File: config.mk
export PLATFORM = sky130hd
export DESIGN_NAME = scroll_message_engine_flat
export DESIGN_NICKNAME = d
export VERILOG_FILES = /design/src/rtl/scroll_message_engine_if.sv /design/src/rtl/scroll_message_engine.sv /design/src/flat_wrapper.sv
export SDC_FILE = /design/constraint.sdc
export NUM_CORES = 1
export LEC_CHECK = 0
export ABC_AREA = 1
export CAP_MARGIN = 20
export CORE_ASPECT_RATIO = 1.1
export CORE_MARGIN = 2
export CORE_UTILIZATION = 55
export CTS_CLUSTER_DIAMETER = 30
export DETAILED_ROUTE_END_ITERATION = 10
export PLACE_DENSITY = 0.78
export REMOVE_ABC_BUFFERS = 1
export SLEW_MARGIN = 40
export SYNTH_ARGS = -nofsm -noshare
export SYNTH_HDL_FRONTEND = slang
export SYNTH_SLANG_ARGS = --single-unit
File: constraint.sdc
create_clock -name fastclk -period 9.8 [get_ports fastclk]
set_clock_uncertainty 0.05 [all_clocks]
set_input_delay 0.98 -clock fastclk [delete_from_list [all_inputs] [get_ports fastclk]]
set_output_delay 0.98 -clock fastclk [all_outputs]
set_load 0.01 [all_outputs]
File: src/rtl/scroll_message_engine_if.sv
// scroll_message_engine_if: write port, scroll controls and window outputs of the scroll engine
// master: message source / controller (drives writes and controls)
// slave:  scroll engine (drives wr_ready, seg_window, busy, step, wrap, msg_len)
interface scroll_message_engine_if #(
  parameter int MAX_LEN = 16
);
  logic wr_valid;
  logic [4:0] wr_char;
  logic wr_ready;
  logic start;
  logic stop;
  logic pause;
  logic clear;
  logic [31:0] seg_window;
  logic busy;
  logic step;
  logic wrap;
  logic [$clog2(MAX_LEN+1)-1:0] msg_len;
  modport master (
    output wr_valid, wr_char, start, stop, pause, clear,
    input wr_ready, seg_window, busy, step, wrap, msg_len
  );
  modport slave (
    input wr_valid, wr_char, start, stop, pause, clear,
    output wr_ready, seg_window, busy, step, wrap, msg_len
  );
endinterface

File: src/rtl/scroll_message_engine.sv
// scroll_message_engine: buffers a character message and scrolls a 4-digit 7-segment window through it
// fastclk/reset: clock and synchronous active-high reset
// bus.wr_*: valid/ready character write; bus.start/stop/clear pulses, bus.pause level
// bus.seg_window: registered 4x8 segment codes, leftmost digit in [31:24]
// bus.busy/step/wrap/msg_len: scroll state, advance pulse, wrap-to-0 pulse, character count
module scroll_message_engine #(
  parameter int MAX_LEN = 16,
  parameter int STEP_TICKS = 200_000_000
) (
  input logic fastclk,
  input logic reset,
  scroll_message_engine_if.slave bus
);
  localparam int LW = $clog2(MAX_LEN + 1);
  localparam int AW = $clog2(MAX_LEN);
  localparam int IW = LW + 1;
  localparam int TW = $clog2(STEP_TICKS);
  typedef enum logic {IDLE, SCROLL} state_t;
  state_t state, state_n;
  logic [LW-1:0] len, len_n, pos, pos_n;
  logic [TW-1:0] tick, tick_n;
  logic [4:0] mem [MAX_LEN];
  logic [31:0] win_n;
  logic [IW-1:0] idx;
  logic [4:0] code;
  logic we, step_n, wrap_n;

  function automatic logic [7:0] enc(input logic [4:0] c);
    case (c)
      5'h00: enc = 8'hFC;
      5'h01: enc = 8'h60;
      5'h02: enc = 8'hDA;
      5'h03: enc = 8'hF2;
      5'h04: enc = 8'h66;
      5'h05: enc = 8'hB6;
      5'h06: enc = 8'hBE;
      5'h07: enc = 8'hE0;
      5'h08: enc = 8'hFE;
      5'h09: enc = 8'hF6;
      5'h11: enc = 8'h7A;
      5'h12: enc = 8'h1C;
      5'h13: enc = 8'h02;
      default: enc = 8'h00;
    endcase
  endfunction

  assign bus.wr_ready = state == IDLE && len < LW'(MAX_LEN);
  assign bus.busy = state == SCROLL;
  assign bus.msg_len = len;

  // start sees the post-write length, so a write plus start on an empty buffer scrolls
  always_comb begin
    state_n = state;
    len_n = len;
    pos_n = pos;
    tick_n = tick;
    we = 1'b0;
    step_n = 1'b0;
    wrap_n = 1'b0;
    if (bus.clear) begin
      state_n = IDLE;
      len_n = '0;
      pos_n = '0;
      tick_n = '0;
    end else if (state == SCROLL) begin
      if (bus.stop) begin
        state_n = IDLE;
        pos_n = '0;
        tick_n = '0;
      end else if (!bus.pause && tick != TW'(STEP_TICKS - 1)) begin
        tick_n = tick + 1'b1;
      end else if (!bus.pause) begin
        tick_n = '0;
        pos_n = (pos + 1'b1 == len) ? '0 : pos + 1'b1;
        step_n = 1'b1;
        wrap_n = pos + 1'b1 == len;
      end
    end else begin
      we = bus.wr_valid && bus.wr_ready;
      len_n = len + LW'(we);
      if (bus.start && !bus.stop && len_n != '0) begin
        state_n = SCROLL;
        pos_n = '0;
        tick_n = '0;
      end
    end
  end

  // (pos+k) mod len by repeated subtraction: pos < len and k <= 3, so three passes cover len = 1
  always_comb begin
    win_n = '0;
    idx = '0;
    code = '0;
    for (int k = 0; k < 4; k++) begin
      idx = (state == SCROLL) ? IW'(pos) + IW'(k) : IW'(k);
      for (int s = 0; s < 3; s++) idx = (state == SCROLL && idx >= IW'(len)) ? idx - IW'(len) : idx;
      code = (state == SCROLL || idx < IW'(len)) ? mem[idx[AW-1:0]] : 5'h10;
      win_n[31-8*k -: 8] = enc(code);
    end
  end

  always_ff @(posedge fastclk) begin
    if (reset) begin
      state <= IDLE;
      len <= '0;
      pos <= '0;
      tick <= '0;
      bus.seg_window <= '0;
      bus.step <= 1'b0;
      bus.wrap <= 1'b0;
    end else begin
      state <= state_n;
      len <= len_n;
      pos <= pos_n;
      tick <= tick_n;
      bus.seg_window <= win_n;
      bus.step <= step_n;
      bus.wrap <= wrap_n;
    end
  end

  always_ff @(posedge fastclk) if (we && !reset) mem[len[AW-1:0]] <= bus.wr_char;
endmodule

File: src/flat_wrapper.sv
// flat-port wrapper written by rule: the top's interface ports become plain ports
module scroll_message_engine_flat 
#(
  parameter int MAX_LEN = 16,
  parameter int STEP_TICKS = 200_000_000
)
  (fastclk, reset, bus_wr_valid, bus_wr_char, bus_start, bus_stop, bus_pause, bus_clear, bus_wr_ready, bus_seg_window, bus_busy, bus_step, bus_wrap, bus_msg_len);
  scroll_message_engine_if #(.MAX_LEN(MAX_LEN)) bus_i ();
  input logic fastclk;
  input logic reset;
  input wire logic [$bits(bus_i.wr_valid)-1:0] bus_wr_valid;
  input wire logic [$bits(bus_i.wr_char)-1:0] bus_wr_char;
  input wire logic [$bits(bus_i.start)-1:0] bus_start;
  input wire logic [$bits(bus_i.stop)-1:0] bus_stop;
  input wire logic [$bits(bus_i.pause)-1:0] bus_pause;
  input wire logic [$bits(bus_i.clear)-1:0] bus_clear;
  output wire logic [$bits(bus_i.wr_ready)-1:0] bus_wr_ready;
  output wire logic [$bits(bus_i.seg_window)-1:0] bus_seg_window;
  output wire logic [$bits(bus_i.busy)-1:0] bus_busy;
  output wire logic [$bits(bus_i.step)-1:0] bus_step;
  output wire logic [$bits(bus_i.wrap)-1:0] bus_wrap;
  output wire logic [$bits(bus_i.msg_len)-1:0] bus_msg_len;
  assign bus_i.wr_valid = bus_wr_valid;
  assign bus_i.wr_char = bus_wr_char;
  assign bus_i.start = bus_start;
  assign bus_i.stop = bus_stop;
  assign bus_i.pause = bus_pause;
  assign bus_i.clear = bus_clear;
  assign bus_wr_ready = bus_i.wr_ready;
  assign bus_seg_window = bus_i.seg_window;
  assign bus_busy = bus_i.busy;
  assign bus_step = bus_i.step;
  assign bus_wrap = bus_i.wrap;
  assign bus_msg_len = bus_i.msg_len;
  scroll_message_engine #(.MAX_LEN(MAX_LEN), .STEP_TICKS(STEP_TICKS)) u_core (.fastclk(fastclk), .reset(reset), .bus(bus_i));
endmodule
==> key figures, run 1 <==
Global routing
  • Total global routing track utilization: 31.9%
  • Largest net degree at the start of global routing: 56
  • Global-route wire length before repair: between 60 and 70 mm
  • Vias in the first global route: roughly 13000
  • Initial antenna violation count: 0
  • Total congestion overflow: 0

Logic synthesis
  • Ys async rst share: 0%
  • Cell taking the most area after synthesis: edfxtp_1
  • Mapped Cells: 2003
  • Area contributors post-synth: edfxtp_1 (17%), nand2_1 (16%), nand3_1 (12%)
  • Synth Flop Type: edfxtp_1
  • Share of the synthesized area in the top cell type: between 15 and 20%
  • Syn avg cell area: roughly 6.9 um2
  • #FFs+latches synth: 149
  • Yosys warns: 0
  • Number of synthesized flops with an enable pin: 80
  • Post-synth cell types: 64
  • Mapped Area: 13800 um2
  • Post-synthesis sequential area ratio: 27.5%

Finish
  • Layout cells sized above 1: 8.35%
  • Post-layout util: between 60% and 70%
  • NumNets Final: roughly 2200
  • Register Area: 3780 um2
  • Area grow syn2layout: 8.77%
  • Post-Layout Cell Count: 2347
  • Multi-input gate area: 8730 um2
  • N_diodes: 0
  • Fillers: 2261

Min path
  • Worst hold path type: reg -> reg
  • Hold_sp: u_core.tick[25]
  • WHS Endpoint: u_core.tick[25]
  • Hold path depth: 2

Floorplanning
  • Die X: 155 um
  • I/O pin count: between 50 and 60
  • Die ar.: 26300 um2
  • Core area: 24500 um2
  • Starting Density: between 50% and 60%
  • Core Rows: 60
  • Die height: 170 um

Routing
  • Post-DR wirelength/cell: 18.0 um
  • Vias per cell: about 6.0
  • DRT iter0 DRCs: roughly 1600
  • Initial DRT Pass Iterations: 6
  • WL final: around 42 mm
  • Final antenna-violating net count: 0
  • # DRC: 0
  • Vias: 14141

Power
  • Cell Pwr Density: 120 nW/um2
  • Combinational fraction of design power: about a quarter
  • Cell internal pwr: roughly 1.2 mW
  • Total chip power: roughly 1.8 mW
  • Clock power share: about two fifths
  • Switching share of total power: 34.2%
  • Reg power frac: between 30% and 40%
  • Worst vdd ir: 0.0994 mV
  • P_leak: between 6 and 7 nW
  • NetSw: ~0.62 mW

Clock network
  • TritonCTS clock tree: yes
  • Setup Buffers After CTS: 0
  • Post-CTS Hold Buffers: 0
  • Quantity of gates resized following cts: 0
  • CTS buffer count: 17
  • CTS clk-pin slew, worst paths: 0.08 ns
  • Clock Path Buffers: 2
  • TritonCTS Sinks: 149
  • Skew-Pair Late Insertion Delay: 0.44 ns
  • CTS Root Cell: clkbuf_16
  • H-tree depth: 4

Setup path
  • Slowest stage delay, CP: ~0.8 ns
  • Most frequent CP cell: nand2_1
  • Reg2Reg Setup Slack: 1.19 ns
  • Critical path's slowest cell: clkinv_1
  • Startpoint types: flip-flop
  • Worst r2r src: u_core.bus.msg_len[2]
  • CP arrival: about 8.9 ns
  • CP required: 10.08 ns
  • CP Class: reg -> reg
  • Buf/Inv on CP: 7
  • Critical Path End Type: flip-flop
  • FF-to-FF path depth: 43
  • Crit Path Max Fanout: 21
  • R2R Path End: u_core.bus.seg_window[27]
  • Kind of cell adding the most delay to the critical path: simple AND/OR/NAND/NOR gates

Run status
  • Status: completed

STA
  • Fin crit period: 8.61 ns
  • Unrepaired setup endpoints after global routing: false
  • Highest clock rate: ~0.12 GHz
  • Rel. slew slack: around 39%
  • Worst Max-Slew Pin Slew: 0.907 ns
  • Final hold vios: 0
  • Pins Over Slew Limit: 0
  • Final setup TNS: 0 ns
  • Setup Viol. Count Final: 0
  • Final period utilization: 87.9%

Placed design
  • Hpwl dp: 29.6 mm
  • Port bufs: 48
  • GP Congestion: just under 1
  • # placed instances: between 2000 and 2500

Job
  • Max-Cap Viols: 0
cells by family (layout without fill, tap and decap cells):
logic type | count (synthesis) | after routing | synth area share, %
xor gates and xnor gates | 45 | 45 | 2.86
DFF | 149 | 149 | 27.5
buffers and inverters | 286 | 317 | 9.27
AOI/OAI and AO/OA | 252 | 252 | 11.4
and+or+nand+nor | 1154 | 1154 | 37.8
muxes | 2 | 2 | 0.145
adders and majority gates | 114 | 114 | 11.0
other | 1 | 4 | 0.0273
synth_stat cells (30+ instances only):
| library cell | instances |
|---|---|
| nand3_1 | 322 |
| a21oi_1 | 65 |
| dfxtp_1 | 69 |
| o211ai_1 | 40 |
| xor2_1 | 37 |
| o21ai_1 | 30 |
| inv_1 | 190 |
| ha_1 | 102 |
| nand2_1 | 598 |
| o21ai_0 | 62 |
| nor2_1 | 107 |
| edfxtp_1 | 80 |
worst reg2reg max path, delay by kind of cell, from the launching register on:
kind                     cells  cell delay [ns]
AND/OR/NAND/NOR             23             2.66
adder cells (fa/ha/maj)      6             1.89
AO/OA/AOI/OAI                7             1.13
flip-flops                   1             0.58
buffers and inverters        7             2.20
layout by cell type (no fill, tap or decap), drive strengths merged, types with 30 or more instances in the layout:
master           n
nand2          628
o21ai          104
nor2           118
ha             102
dfxtp           69
nor3            30
o211ai          40
xor2            37
edfxtp          80
clkdlybuf4s50   48
a21oi           69
inv            222
nand3          341
routing by layer:
layer | GRT usage [%] | wire length (um) | vias to the layer above
met5 | 0 | 0 | -
met4 | 21.9 | 2930 | 0
met3 | 6.60 | 4140 | 234
met2 | 51.6 | 18900 | 856
met1 | 38.2 | 16200 | 6286
li1 | - | - | 6765
sequential cells by signal, indices dropped and copies added (netlist names):
register,count
u_core.bus.busy,1
u_core.bus.msg_len,5
u_core.bus.seg_window,28
u_core.bus.step,1
u_core.bus.wrap,1
u_core.mem,80
u_core.pos,5
u_core.tick,28
per-stage QoR:
step | cell area (um2) | hold WS (ns) | worst slack [ns]
3_3_place_gp | 14300 | 0.405 | 1.79
6_report | 15000 | 0.433 | 1.19
4_1_cts | 15000 | 0.441 | 1.57
2_1_floorplan | 13300 | 0.390 | 1.18
5_1_grt | 15000 | 0.469 | 0.500
3_5_place_dp | 14300 | 0.429 | 1.61
how the worst max path moves through the flow:
| stage | endpoint | cells past startpoint | startpoint |
|---|---|---|---|
| 2_1_floorplan | u_core.bus.seg_window[27] | 43 | u_core.bus.busy |
| 3_3_place_gp | u_core.bus.seg_window[12] | 44 | u_core.bus.busy |
| 3_5_place_dp | u_core.bus.seg_window[12] | 44 | u_core.bus.busy |
| 4_1_cts | u_core.bus.seg_window[12] | 44 | u_core.bus.busy |
| 5_1_grt | u_core.bus.seg_window[27] | 43 | u_core.bus.msg_len[2] |
| 6_report | u_core.bus.seg_window[27] | 43 | u_core.bus.msg_len[2] |
power by group through the flow:
stage               sequential, mW  clock (mW)  combinational [mW]
floorplan                    0.706           0               0.273
global placement             0.696           0               0.410
detailed placement           0.696           0               0.418
CTS                          0.682       0.688               0.420
global route                 0.683       0.714               0.473
finish                       0.682       0.687               0.429
cell type report:
class / instances / area share (%)
inverters: 215 / 5.40
flip-flops and latches: 149 / 25.3
repair buffers: 70 / 4.31
clock buffers: 18 / 3.01
well taps: 310 / 2.59
clock inverters: 14 / 1.04
multi-input cells: 1571 / 58.4
(Power assumes the default switching activity.)
==> run 2, diff against run 1 <==
- CORE_UTILIZATION: 55 -> 50
- PLACE_DENSITY: 0.78 -> 0.72
- clock period: 9.8 -> 10.5 ns (I/O delays scaled with it)
==> run 2 against run 1 <==
Design area is essentially flat. Utilization decreased by 5.7 points. Die area up 9.7%. Critical path depth rose by 1. Non-clock buffer count fell by 4. Clock power down 13%. Combinational power shrank 7.5%. Cell count up 1.8%.
==> key figures, run 2 (same netlist as run 1, synthesis figures left out) <==
Run status
  • Status: completed

Global routing
  • Total global routing track utilization: 28.7% (-3.2 points)
  • Global-route wire length before repair: 65.5 mm (-1.6%)
  • Vias in the first global route: 12942 (-2.6%)
  • Largest net degree at the start of global routing: 57 (+1.8%)
  • Met2 Usage GRT: 48.0% (-3.6 points)
  • GR Util met1: 34.9% (-3.3 points)
  • Busiest grt layer: met2
  • Total congestion overflow: 0 (unchanged)
  • Initial antenna violation count: 0 (unchanged)
  • GR Util met3: 4.74% (-1.9 points)

Clock network
  • Post-CTS Hold Buffers: 0 (unchanged)
  • CTS Root Cell: clkbuf_16
  • CTS clk-pin slew, worst paths: 0.07 ns (about the same)
  • TritonCTS clock tree: yes
  • Clock Path Buffers: 2 (unchanged)
  • CTS buffer count: 17 (unchanged)
  • H-tree depth: 4 (unchanged)
  • Quantity of gates resized following cts: 0 (unchanged)
  • TritonCTS Sinks: 149 (unchanged)
  • Setup Buffers After CTS: 0 (unchanged)
  • Skew-Pair Late Insertion Delay: 0.46 ns (+0.02 ns)

Power
  • Total chip power: 1.63 mW (-9.1%)
  • Reg power frac: 38.9% (+1.0 points)
  • Cell internal pwr: 1.10 mW (-7.4%)
  • P_leak: 6.71 nW (-0.45%)
  • Clock power share: 36.7% (-1.5 points)
  • Worst vdd ir: 0.0928 mV (-6.7%)
  • Combinational fraction of design power: 24.3% (+0.4 points)
  • NetSw: 0.540 mW (-12%)
  • Switching share of total power: 33.0% (-1.2 points)
  • Cell Pwr Density: 109 nW/um2 (-9.0%)

STA
  • Final hold vios: 0 (unchanged)
  • Worst setup slack after layout: 1.75 ns (+0.557 ns)
  • Worst Max-Slew Pin Slew: 0.908 ns (+0.00144 ns)
  • Fin crit period: 8.75 ns (+0.143 ns)
  • Rel. slew slack: 39.4% (+0.21 points)
  • Final period utilization: 83.4% (-4.5 points)
  • Final setup TNS: 0 ns (unchanged)
  • Pins Over Slew Limit: 0 (unchanged)
  • Hold_ws: 0.422 ns (-0.0106 ns)
  • Highest clock rate: 0.114 GHz (-1.6%)
  • Setup Viol. Count Final: 0 (unchanged)
  • Unrepaired setup endpoints after global routing: false

Setup path
  • Slowest stage delay, CP: 0.77 ns (-0.04 ns)
  • Critical path's slowest cell: dfxtp_2
  • CP arrival: 9.05 ns (+0.16 ns)
  • Most frequent CP cell: nand2_1
  • CP Class: reg -> reg
  • Crit Path Max Fanout: 56 (+170%)
  • Critical Path End Type: flip-flop
  • Startpoint types: flip-flop
  • CP required: 10.80 ns (+0.72 ns)
  • Buf/Inv on CP: 5 (-2)
  • Kind of cell adding the most delay to the critical path: simple AND/OR/NAND/NOR gates

Placed design
  • Hpwl dp: 29.7 mm (+0.54%)
  • # placed instances: 2358 (+1.9%)
  • Post-DP Area: 14400 um2 (+0.24%)
  • Port bufs: 48 (unchanged)
  • GP Congestion: 0.931 (-4.5%)
  • Place WS: 1.86 ns (+0.248 ns)

Finish
  • Commonest cells after routing, fill and taps aside: nand2_1 (596), nand3_1 (322), inv_1 (189), nor2_1 (107), ha_1 (102)
  • N_diodes: 0 (unchanged)
  • NumNets Final: 2146 (-0.19%)
  • Post-Layout Cell Count: 2390 (+1.8%)
  • Most common cell after layout, fill and taps aside: nand2_1
  • Post-layout util: 55.3% (-5.7 points)
  • Largest register FFs: 80 (unchanged)
  • Fin area: 15000 um2 (about the same)
  • Area grow syn2layout: 8.67% (about the same)
  • Layout cells sized above 1: 8.12% (-0.23 points)

Routing
  • Initial DRT Pass Iterations: 6 (unchanged)
  • # DRC: 0 (unchanged)
  • Vias per cell: 5.82 (-3.3%)
  • Post-DR wirelength/cell: 17.2 um (-3.9%)
  • DRT iter0 DRCs: 1449 (-9.3%)
  • Vias: 13919 (-1.6%)
  • Final antenna-violating net count: 0 (unchanged)
  • WL final: 41.2 mm (-2.2%)

Floorplanning
  • Core Rows: 63 (+5.0%)
  • Starting Density: 50.9% (-5.2 points)
  • I/O pin count: 53 (unchanged)
  • Core area: 27000 um2 (+10%)
  • Die ar.: 28900 um2 (+9.7%)
  • Die X: 162 um (+4.8%)
  • Die height: 178 um (+4.8%)

Min path
  • Worst hold path type: reg -> reg

Job
  • Max-Cap Viols: 0 (unchanged)
==> run 2: cell types whose count changed in the layout (fill, tap and decap cells not counted), moves of 2 or more <==
cell      before  now
clkinv_2       1    3
buf_4         22   18
inv_8          5    2
inv_6          3    6
clkinv_8       3    0
==> run 2: final cells by class <==
type,count,area [um2]
clock inverters,13,106
well taps,357,447
inverters,215,808
repair buffers,66,616
clock buffers,19,458
multi-input cells,1571,8730
flip-flops and latches,149,3780
fillers,2575,12100
==> run 2: final timing paths <==
path | from | endpoint | slack (ns) | cells after the start
min reg2reg | u_core.tick[25] | u_core.tick[25] | 0.42 | 2
max | u_core.bus.busy | u_core.bus.seg_window[27] | 1.75 | 44
max reg2reg | u_core.bus.busy | u_core.bus.seg_window[27] | 1.75 | 44
min | u_core.tick[25] | u_core.tick[25] | 0.42 | 2
==> run 2: power by group through the flow <==
stage	Clock, mW	Sequential (mW)	Combinational, mW
3_5_place_dp	0	0.650	0.389
5_1_grt	0.629	0.638	0.442
3_3_place_gp	0	0.650	0.383
4_1_cts	0.604	0.637	0.391
6_report	0.601	0.637	0.397
2_1_floorplan	0	0.659	0.255
==> run 2: metal layers <==
layer | wire (um) | vias to the layer above
met5 | 0 | -
met4 | 2320 | 0
met3 | 3210 | 154
met2 | 19200 | 650
met1 | 16500 | 6386
li1 | - | 6729
==> run 2: worst register-to-register path: cells and delay by family (launching register included) <==
| kind | cells | cell delay, ns |
|---|---|---|
| AND/OR/NAND/NOR | 25 | 2.83 |
| AO/OA/AOI/OAI | 8 | 1.62 |
| flip-flops | 1 | 0.77 |
| adder cells (fa/ha/maj) | 6 | 2.12 |
| buffers and inverters | 5 | 1.28 |
==> run 3, diff against run 2 <==
- clock period: 10.5 -> 8.3 ns (I/O delays scaled with it)
==> run 3 against run 2 <==
Hold slack improved by 0.0040 ns. Count of clock-buffer cells in the layout rose by 3. Combinational power is 28% higher. Sequential power grew 27%. Die area unchanged. Register-to-register slack worse by 1.0 ns. Via count shrank 1.0%. Non-clock buffer count is 16 higher. Critical path type unchanged.
==> key figures, run 3 (same netlist as run 1, synthesis figures left out) <==
Power
  • Combinational fraction of design power: 24.8% (+0.5 points)
  • P_leak: 6.81 nW (+1.5%)
  • NetSw: 0.657 mW (+22%)
  • Clock power share: 35.9% (-0.8 points)
  • Cell Pwr Density: 135 nW/um2 (+23%)
  • Cell internal pwr: 1.39 mW (+27%)
  • Switching share of total power: 32.1% (-0.91 points)
  • Reg power frac: 39.4% (+0.5 points)
  • Worst vdd ir: 0.138 mV (+48%)

Setup path
  • Slowest stage delay, CP: 0.56 ns (-0.21 ns)
  • Crit Path Max Fanout: 20 (-64%)
  • Kind of cell adding the most delay to the critical path: simple AND/OR/NAND/NOR gates
  • Critical path's slowest cell: nand2_1
  • Buf/Inv on CP: 6 (+1)
  • Most frequent CP cell: nand2_1
  • CP required: 8.58 ns (-2.22 ns)
  • CP Class: reg -> reg
  • CP arrival: 7.87 ns (-1.18 ns)
  • Startpoint types: flip-flop
  • Critical Path End Type: flip-flop

Finish
  • N_diodes: 0 (unchanged)
  • Fin area: 15200 um2 (+1.5%)
  • Commonest cells after routing, fill and taps aside: nand2_1 (594), nand3_1 (320), inv_1 (189), nor2_1 (105), ha_1 (101)
  • Layout cells sized above 1: 9.91% (+1.8 points)
  • Largest register FFs: 80 (unchanged)
  • NumNets Final: 2162 (+0.75%)
  • Most common cell after layout, fill and taps aside: nand2_1
  • Post-layout util: 56.1% (+0.81 points)
  • Area grow syn2layout: 10.3%

Routing
  • Post-DR wirelength/cell: 16.9 um (-1.9%)
  • Initial DRT Pass Iterations: 6 (unchanged)
  • Final antenna-violating net count: 0 (unchanged)
  • # DRC: 0 (unchanged)
  • DRT iter0 DRCs: 1324 (-8.6%)
  • WL final: 40.7 mm (-1.3%)
  • Vias per cell: 5.73 (-1.7%)
  • Vias: 13780 (-1.0%)

Clock network
  • CTS buffer count: 17 (unchanged)
  • Clock Path Buffers: 2 (unchanged)
  • TritonCTS Sinks: 149 (unchanged)
  • Post-CTS Hold Buffers: 0 (unchanged)
  • H-tree depth: 4 (unchanged)
  • TritonCTS clock tree: yes
  • CTS clk-pin slew, worst paths: 0.07 ns (about the same)
  • Skew-Pair Late Insertion Delay: 0.44 ns (-0.02 ns)
  • CTS Root Cell: clkbuf_16

Floorplanning
  • Die height: 178 um (unchanged)
  • I/O pin count: 53 (unchanged)
  • Die X: 162 um (unchanged)
  • Core Rows: 63 (unchanged)
  • Starting Density: 50.9% (unchanged)
  • Core area: 27000 um2 (unchanged)
  • Die ar.: 28900 um2 (unchanged)

Global routing
  • Busiest grt layer: met2
  • Largest net degree at the start of global routing: 56 (-1.8%)
  • Total global routing track utilization: 28.6% (-0.057 points)
  • Global-route wire length before repair: 65.9 mm (+0.58%)
  • Vias in the first global route: 13071 (+1.0%)
  • Met2 Usage GRT: 48.1% (+0.071 points)
  • Initial antenna violation count: 0 (unchanged)
  • GR Util met1: 35.4% (+0.45 points)
  • Total congestion overflow: 0 (unchanged)
  • GR Util met3: 4.02% (-0.72 points)

STA
  • Final period utilization: 91.5% (+8.1 points)
  • Final setup TNS: 0 ns (unchanged)
  • Rel. slew slack: 45.0% (+5.6 points)
  • Worst Max-Slew Pin Slew: 0.822 ns (-0.0863 ns)
  • Highest clock rate: 0.132 GHz (+15%)
  • Final hold vios: 0 (unchanged)
  • Hold_ws: 0.426 ns (+0.00397 ns)
  • Setup Viol. Count Final: 0 (unchanged)
  • Unrepaired setup endpoints after global routing: true
  • Pins Over Slew Limit: 0 (unchanged)
  • Fin crit period: 7.59 ns (-1.16 ns)

Min path
  • Worst hold path type: reg -> reg

Placed design
  • Hpwl dp: 30.2 mm (+1.6%)
  • GP Congestion: 0.947 (+1.6%)
  • Post-DP Area: 14500 um2 (+0.54%)
  • Port bufs: 48 (unchanged)

Run status
  • Status: completed

Job
  • Max-Cap Viols: 0 (unchanged)
## run 3: power by group through the flow
| stage | combinational (mW) | clock (mW) | sequential (mW) |
|---|---|---|---|
| after floorplan | 0.322 | 0 | 0.834 |
| after global placement | 0.484 | 0 | 0.822 |
| after detailed placement | 0.491 | 0 | 0.822 |
| after CTS | 0.493 | 0.741 | 0.806 |
| after global routing | 0.568 | 0.772 | 0.807 |
| final | 0.507 | 0.734 | 0.806 |
## run 3: final timing paths
kind,start,endpoint,slack (ns),cells after the start
worst max-delay path,u_core.pos[1],u_core.bus.seg_window[4],0.71,42
worst min-delay path,u_core.tick[25],u_core.tick[25],0.43,2
worst max register to register,u_core.pos[1],u_core.bus.seg_window[4],0.71,42
worst min register to register,u_core.tick[25],u_core.tick[25],0.43,2
## run 3: what timing repair did
item | CTS | global route
gates resized for setup | 0 | 36
setup endpoints to repair | 0 | 28
buffers inserted | 0 | 5
## run 3: per-stage QoR
stage,total power [mW],setup WS [ns],std cells
3_3_place_gp,1.31,0.357,2369
6_report,2.05,0.705,2406
4_1_cts,2.04,0.236,2401
5_1_grt,2.15,-0.0432,2406
2_1_floorplan,1.16,-0.323,1935
3_5_place_dp,1.31,0.264,2369
## run 3: final cells by class
type / count / area (um2)
multi-input cells: 1571 / 8840
flip-flops and latches: 149 / 3790
fillers: 2544 / 11900
inverters: 215 / 808
clock inverters: 10 / 67.6
repair buffers: 82 / 739
well taps: 357 / 447
clock buffers: 22 / 477
## run 3: per-layer routing
layer / share of wire [%] / vias to the layer above
li1: - / 6771
met1: 41 / 6291
met2: 46 / 577
met3: 6.9 / 141
met4: 5.7 / 0
met5: 0 / -
## run 3: worst min-delay path: stages, from the launching register on
cell,delay [ns]
dfxtp_1,0.31
inv_1,0.06
a21oi_1,0.06
